## src/rtl/input_skew_feeder_if.sv

```systemverilog
// Handshake and skewed-output bundle between an upstream source, the skew feeder
// and the downstream systolic column shifter.
interface input_skew_feeder_if #(
    parameter int LENGTH     = 4,
    parameter int DATA_WIDTH = 16
);
    logic                         in_valid;
    logic                         in_ready;
    logic                         in_last;
    logic [LENGTH*DATA_WIDTH-1:0] in;
    logic [LENGTH*DATA_WIDTH-1:0] out;
    logic                         out_enable;
    logic [LENGTH-1:0]            out_valid_mask;
    logic                         busy;
    logic                         done;

    modport master (
        output in_valid, in_last, in,
        input  in_ready, out, out_enable, out_valid_mask, busy, done
    );

    modport slave (
        input  in_valid, in_last, in,
        output in_ready, out, out_enable, out_valid_mask, busy, done
    );
endinterface

```

## src/rtl/input_skew_feeder.sv

```systemverilog
// Diagonal skew feeder: lane i is delayed by i extra advance steps; the last vector
// of a tile is followed by LENGTH-1 injected zero vectors so the array drains.
module input_skew_feeder #(
    parameter int LENGTH     = 4,
    parameter int DATA_WIDTH = 16
) (
    input  logic                clk,
    input  logic                rst,
    input_skew_feeder_if.slave  bus
);
    localparam int CW = (LENGTH > 1) ? $clog2(LENGTH) : 1;

    typedef enum logic [1:0] {
        IDLE   = 2'd0,
        STREAM = 2'd1,
        FLUSH  = 2'd2
    } state_t;

    state_t          state_q, state_d;
    logic [CW-1:0]   cnt_q, cnt_d;
    logic            done_q, done_d;
    logic            oe_q;
    logic            accept;
    logic            advance;

    assign bus.in_ready = !rst && (state_q != FLUSH);
    assign accept       = bus.in_valid && bus.in_ready;
    assign advance      = accept || (state_q == FLUSH);

    always_ff @(posedge clk) begin
        if (rst) begin
            state_q <= IDLE;
            cnt_q   <= '0;
            done_q  <= 1'b0;
            oe_q    <= 1'b0;
        end else begin
            state_q <= state_d;
            cnt_q   <= cnt_d;
            done_q  <= done_d;
            oe_q    <= advance;
        end
    end

    always_comb begin
        state_d = state_q;
        cnt_d   = cnt_q;
        done_d  = 1'b0;
        case (state_q)
            IDLE, STREAM: begin
                if (accept) begin
                    if (bus.in_last) begin
                        // A single lane needs no drain, so the tile ends on its last accept.
                        if (LENGTH == 1) begin
                            state_d = IDLE;
                            done_d  = 1'b1;
                        end else begin
                            state_d = FLUSH;
                            cnt_d   = CW'(LENGTH - 1);
                        end
                    end else begin
                        state_d = STREAM;
                    end
                end
            end
            FLUSH: begin
                cnt_d = cnt_q - 1'b1;
                if (cnt_q == CW'(1)) begin
                    state_d = IDLE;
                    done_d  = 1'b1;
                end
            end
            default: state_d = IDLE;
        endcase
    end

    for (genvar i = 0; i < LENGTH; i++) begin : g_lane
        logic [DATA_WIDTH-1:0] dat_q [i+1];
        logic [i:0]            msk_q;

        always_ff @(posedge clk) begin
            if (rst) begin
                for (int unsigned j = 0; j <= i; j++) begin
                    dat_q[j] <= '0;
                end
                msk_q <= '0;
            end else if (advance) begin
                dat_q[0] <= accept ? bus.in[i*DATA_WIDTH +: DATA_WIDTH] : '0;
                msk_q[0] <= accept;
                for (int unsigned j = 1; j <= i; j++) begin
                    dat_q[j] <= dat_q[j-1];
                    msk_q[j] <= msk_q[j-1];
                end
            end
        end

        assign bus.out[i*DATA_WIDTH +: DATA_WIDTH] = dat_q[i];
        assign bus.out_valid_mask[i]              = msk_q[i];
    end

    assign bus.out_enable = oe_q;
    assign bus.busy       = (state_q != IDLE);
    assign bus.done       = done_q;
endmodule

```

## src/flat_wrapper.sv

```systemverilog
// flat-port wrapper written by rule: the top's interface ports become plain ports
module input_skew_feeder_flat 
#(
    parameter int LENGTH     = 4,
    parameter int DATA_WIDTH = 16
)
  (clk, rst, bus_in_valid, bus_in_last, bus_in, bus_in_ready, bus_out, bus_out_enable, bus_out_valid_mask, bus_busy, bus_done);
  input_skew_feeder_if #(.LENGTH(LENGTH), .DATA_WIDTH(DATA_WIDTH)) bus_i ();
  input  logic clk;
  input  logic rst;
  input wire logic [$bits(bus_i.in_valid)-1:0] bus_in_valid;
  input wire logic [$bits(bus_i.in_last)-1:0] bus_in_last;
  input wire logic [$bits(bus_i.in)-1:0] bus_in;
  output wire logic [$bits(bus_i.in_ready)-1:0] bus_in_ready;
  output wire logic [$bits(bus_i.out)-1:0] bus_out;
  output wire logic [$bits(bus_i.out_enable)-1:0] bus_out_enable;
  output wire logic [$bits(bus_i.out_valid_mask)-1:0] bus_out_valid_mask;
  output wire logic [$bits(bus_i.busy)-1:0] bus_busy;
  output wire logic [$bits(bus_i.done)-1:0] bus_done;
  assign bus_i.in_valid = bus_in_valid;
  assign bus_i.in_last = bus_in_last;
  assign bus_i.in = bus_in;
  assign bus_in_ready = bus_i.in_ready;
  assign bus_out = bus_i.out;
  assign bus_out_enable = bus_i.out_enable;
  assign bus_out_valid_mask = bus_i.out_valid_mask;
  assign bus_busy = bus_i.busy;
  assign bus_done = bus_i.done;
  input_skew_feeder #(.LENGTH(LENGTH), .DATA_WIDTH(DATA_WIDTH)) u_core (.clk(clk), .rst(rst), .bus(bus_i));
endmodule
```

## config.mk

```make
export PLATFORM = sky130hd
export DESIGN_NAME = input_skew_feeder_flat
export DESIGN_NICKNAME = d
export VERILOG_FILES = /design/src/rtl/input_skew_feeder_if.sv /design/src/rtl/input_skew_feeder.sv /design/src/flat_wrapper.sv
export SDC_FILE = /design/constraint.sdc
export NUM_CORES = 1
export LEC_CHECK = 0
export ABC_AREA = 1
export ABC_CLOCK_PERIOD_IN_PS = 7800
export CAP_MARGIN = 40
export CORE_ASPECT_RATIO = 0.8
export CORE_MARGIN = 2
export CORE_UTILIZATION = 56
export CTS_CLUSTER_DIAMETER = 60
export DETAILED_ROUTE_END_ITERATION = 12
export PLACE_DENSITY = 0.84
export SLEW_MARGIN = 20
export SYNTH_ARGS = -nofsm -noshare
export SYNTH_HDL_FRONTEND = slang
export SYNTH_SLANG_ARGS = --single-unit
```

## constraint.sdc

```tcl
create_clock -name clk -period 7.8 [get_ports clk]
set_input_delay 1.56 -clock clk [delete_from_list [all_inputs] [get_ports clk]]
set_output_delay 1.56 -clock clk [all_outputs]
set_load 0.01 [all_outputs]
```

==> reports/metrics.cfg <==
[routing]
detail-route-antenna-nets = 0
wirelength_um = 11600
vias_per_cell = 4.40
drtIter0Drc = 259
drc = 0
wl_per_cell_um = 13.1
firstDrtPassIters = 4
vias = 3901

[clock_tree]
cts_resized = 0
clkLatencyLatePin_ns = 0.41
h-tree-depth = 4
tritoncts = built
cts-root-buf = clkbuf_16
clockBufferDepth = 2
cts_setup_buffers = 0
path_clk_slew_ns = 0.06
cts_sinks = 170
numCtsBuffers = 17
postCtsHoldBufs = 0

[floorplan]
die_h_um = 107
die_x_um = 133
initial_core_util = 0.576
io_pins = 140
core-area_mm2 = 0.0129
die_area_mm2 = 0.0142
fp-row-count = 37

[global_routing]
grt_max_degree = 79
track_usage = 0.170
grt_pass1_wl_um = 18200
gr-usage-met3 = 0.0600
grt_util_met2 = 0.291
grtUsageMet1 = 0.202
antenna_found_initial = 0
grt_pass1_vias = 3832
gr-total-overflow = 0
busiest_layer = met2

[synth]
synth.most_common_cell = inv_1
yosys_warnings = 0
synth_edf_count = 160
ys_seq_area_frac = 0.676
async_flop_share = 0
synth_area_per_cell_um2 = 12.3
synthTopCellsByArea = edfxtp_1, inv_1, nor2_4, nor2_1, buf_4
ys_seq_elements = 170
yosysTopAreaCell = edfxtp_1
syn_area_mm2 = 0.00741
yosys-top-cells-count = inv_1, edfxtp_1, nor2_1
syn-num-nets = 670
synth_top_area_frac = 0.649
syn_inst = 601
synth.distinct_cells = 19
synth_ff_type = edfxtp_1

[outcome]
status = finished, final reports clean

[place]
gp_congestion = 0.791
place_hpwl_um = 7690
io_buffers = 139
place_inst = 854

[setup_path]
path_max_fanout = 6
worstPathArrival_ns = 3.09
rrSetupSlack_ns = 5.55
r2r_start = u_core.state_q[1]$_SDFFE_PP0P_
critPathLaunch = rst
critPathKind = in -> out
critical_path.startpoint_type = input port
reg2reg_depth = 6
r2r-end = u_core.g_lane[3].dat_q[0][58]$_SDFFCE_PN0P_
required_ns = 6.24
end_kind = output pin
crit_end = bus_in_ready

[pwr]
seq_power_share = 0.529
p_comb_frac = 0.104
power.internal_uw = 1610
p_leak_uw = 0.00370
switching_share = 0.220
power_density_mw_per_mm2 = 227
peakVddDrop_v = 0.000151
clkPwrFrac = 0.367
p_sw_uw = 453

[sta]
tightest_slew_ns = 0.510
fmax_mhz = 215
skew_ns = 0.00837
fin_crit_ns = 4.65
rsz0062_at_grt = no
drv_slew = 0
period_share = 0.596
setup_tns_ns = 0
finalSetupViolCount = 0
finalHoldViolCount = 0
slew_headroom = 0.660

[layout]
nFillCells = 858
n_antenna_cell = 0
fin_util = 0.705
drive_above_1_share = 0.125
fin_nets = 769
fin_cells = 887
area_growth_pct = 22.6

[worst_hold_path]
hp-class = reg -> reg
min_path_cells = 2

[run]
drv_cap = 0

-- final cells by class --
cell class	count	area, µm²	share of cell area
Inverter	172	651	0.0717
Sequential cell	170	5000	0.551
Clock buffer	22	444	0.0489
Clock inverter	9	76.3	0.00841
Multi-Input combinational cell	193	1160	0.128
Tap cell	175	219	0.0241
Timing Repair Buffer	146	1520	0.168
-- worst min path at each step --
stage,startpoint,endpoint,slack (ns)
after global routing,u_core.g_lane[1].msk_q[0]$_SDFFE_PP0P_,u_core.g_lane[1].msk_q[0]$_SDFFE_PP0P_,0.52
after CTS,u_core.cnt_q[1]$_SDFFE_PP0P_,u_core.cnt_q[1]$_SDFFE_PP0P_,0.50
after floorplan,u_core.cnt_q[1]$_SDFFE_PP0P_,u_core.cnt_q[1]$_SDFFE_PP0P_,0.44
final,u_core.g_lane[1].msk_q[0]$_SDFFE_PP0P_,u_core.g_lane[1].msk_q[0]$_SDFFE_PP0P_,0.50
after detailed placement,u_core.cnt_q[1]$_SDFFE_PP0P_,u_core.cnt_q[1]$_SDFFE_PP0P_,0.49
after global placement,u_core.cnt_q[1]$_SDFFE_PP0P_,u_core.cnt_q[1]$_SDFFE_PP0P_,0.45
-- through the flow --
| step | total power (µW) | area, µm² | hold WS, ns | setup slack, ns |
|---|---|---|---|---|
| CTS | 2080 | 9020 | 0.502 | 3.16 |
| finish | 2060 | 9080 | 0.499 | 3.15 |
| floorplan | 1250 | 7410 | 0.440 | 1.88 |
| detailed placement | 1320 | 8500 | 0.488 | 3.17 |
| global placement | 1310 | 8450 | 0.454 | 3.20 |
| global route | 2140 | 9080 | 0.524 | 3.06 |
-- worst max-delay path: stages --
cell             delay [ns]
clkdlybuf4s50_1        0.47
nor2_1                 0.42
clkdlybuf4s50_1        0.63
-- power groups by stage --
stage / clock [µW] / sequential [µW] / combinational (µW)
2_1_floorplan: 0 / 1120 / 134
3_3_place_gp: 0 / 1110 / 202
3_5_place_dp: 0 / 1110 / 213
4_1_cts: 771 / 1090 / 215
5_1_grt: 804 / 1100 / 234
6_report: 756 / 1090 / 215
-- flip-flops by register name, summed over array words and instances, names as in the netlist --
signal and cells:
u_core.g_lane.dat_q 160, u_core.g_lane.msk_q 4, u_core.cnt_q 2, u_core.state_q 2
u_core.bus.done 1, u_core.bus.out_enable 1
-- layout by cell type (no fill, tap or decap), types with 4 or more instances in the layout --
cell type	netlist	layout
clkbuf_1	0	5
dfxtp_1	10	10
edfxtp_1	160	160
clkdlybuf4s50_1	0	139
inv_1	169	169
nor2_1	117	117
nand2_1	9	8
nor2_4	51	51
buf_16	0	4
clkbuf_16	0	17
o21ai_0	5	5
-- routing by layer --
| layer | vias up | wire length, µm |
|---|---|---|
| li1 | 1958 | - |
| met5 | - | 0 |
| met4 | 0 | 117 |
| met1 | 1812 | 4680 |
| met2 | 117 | 6110 |
| met3 | 14 | 740 |
-- logic make-up after synthesis --
family / after synthesis / synth area share
buffers and inverters: 238 / 0.169
adder cells (fa/ha/maj): 1 / 0.00169
flip-flops: 170 / 0.676
AND/OR/NAND/NOR: 183 / 0.146
AO/OA/AOI/OAI: 9 / 0.00794
Power figures use the tool's default switching activity.
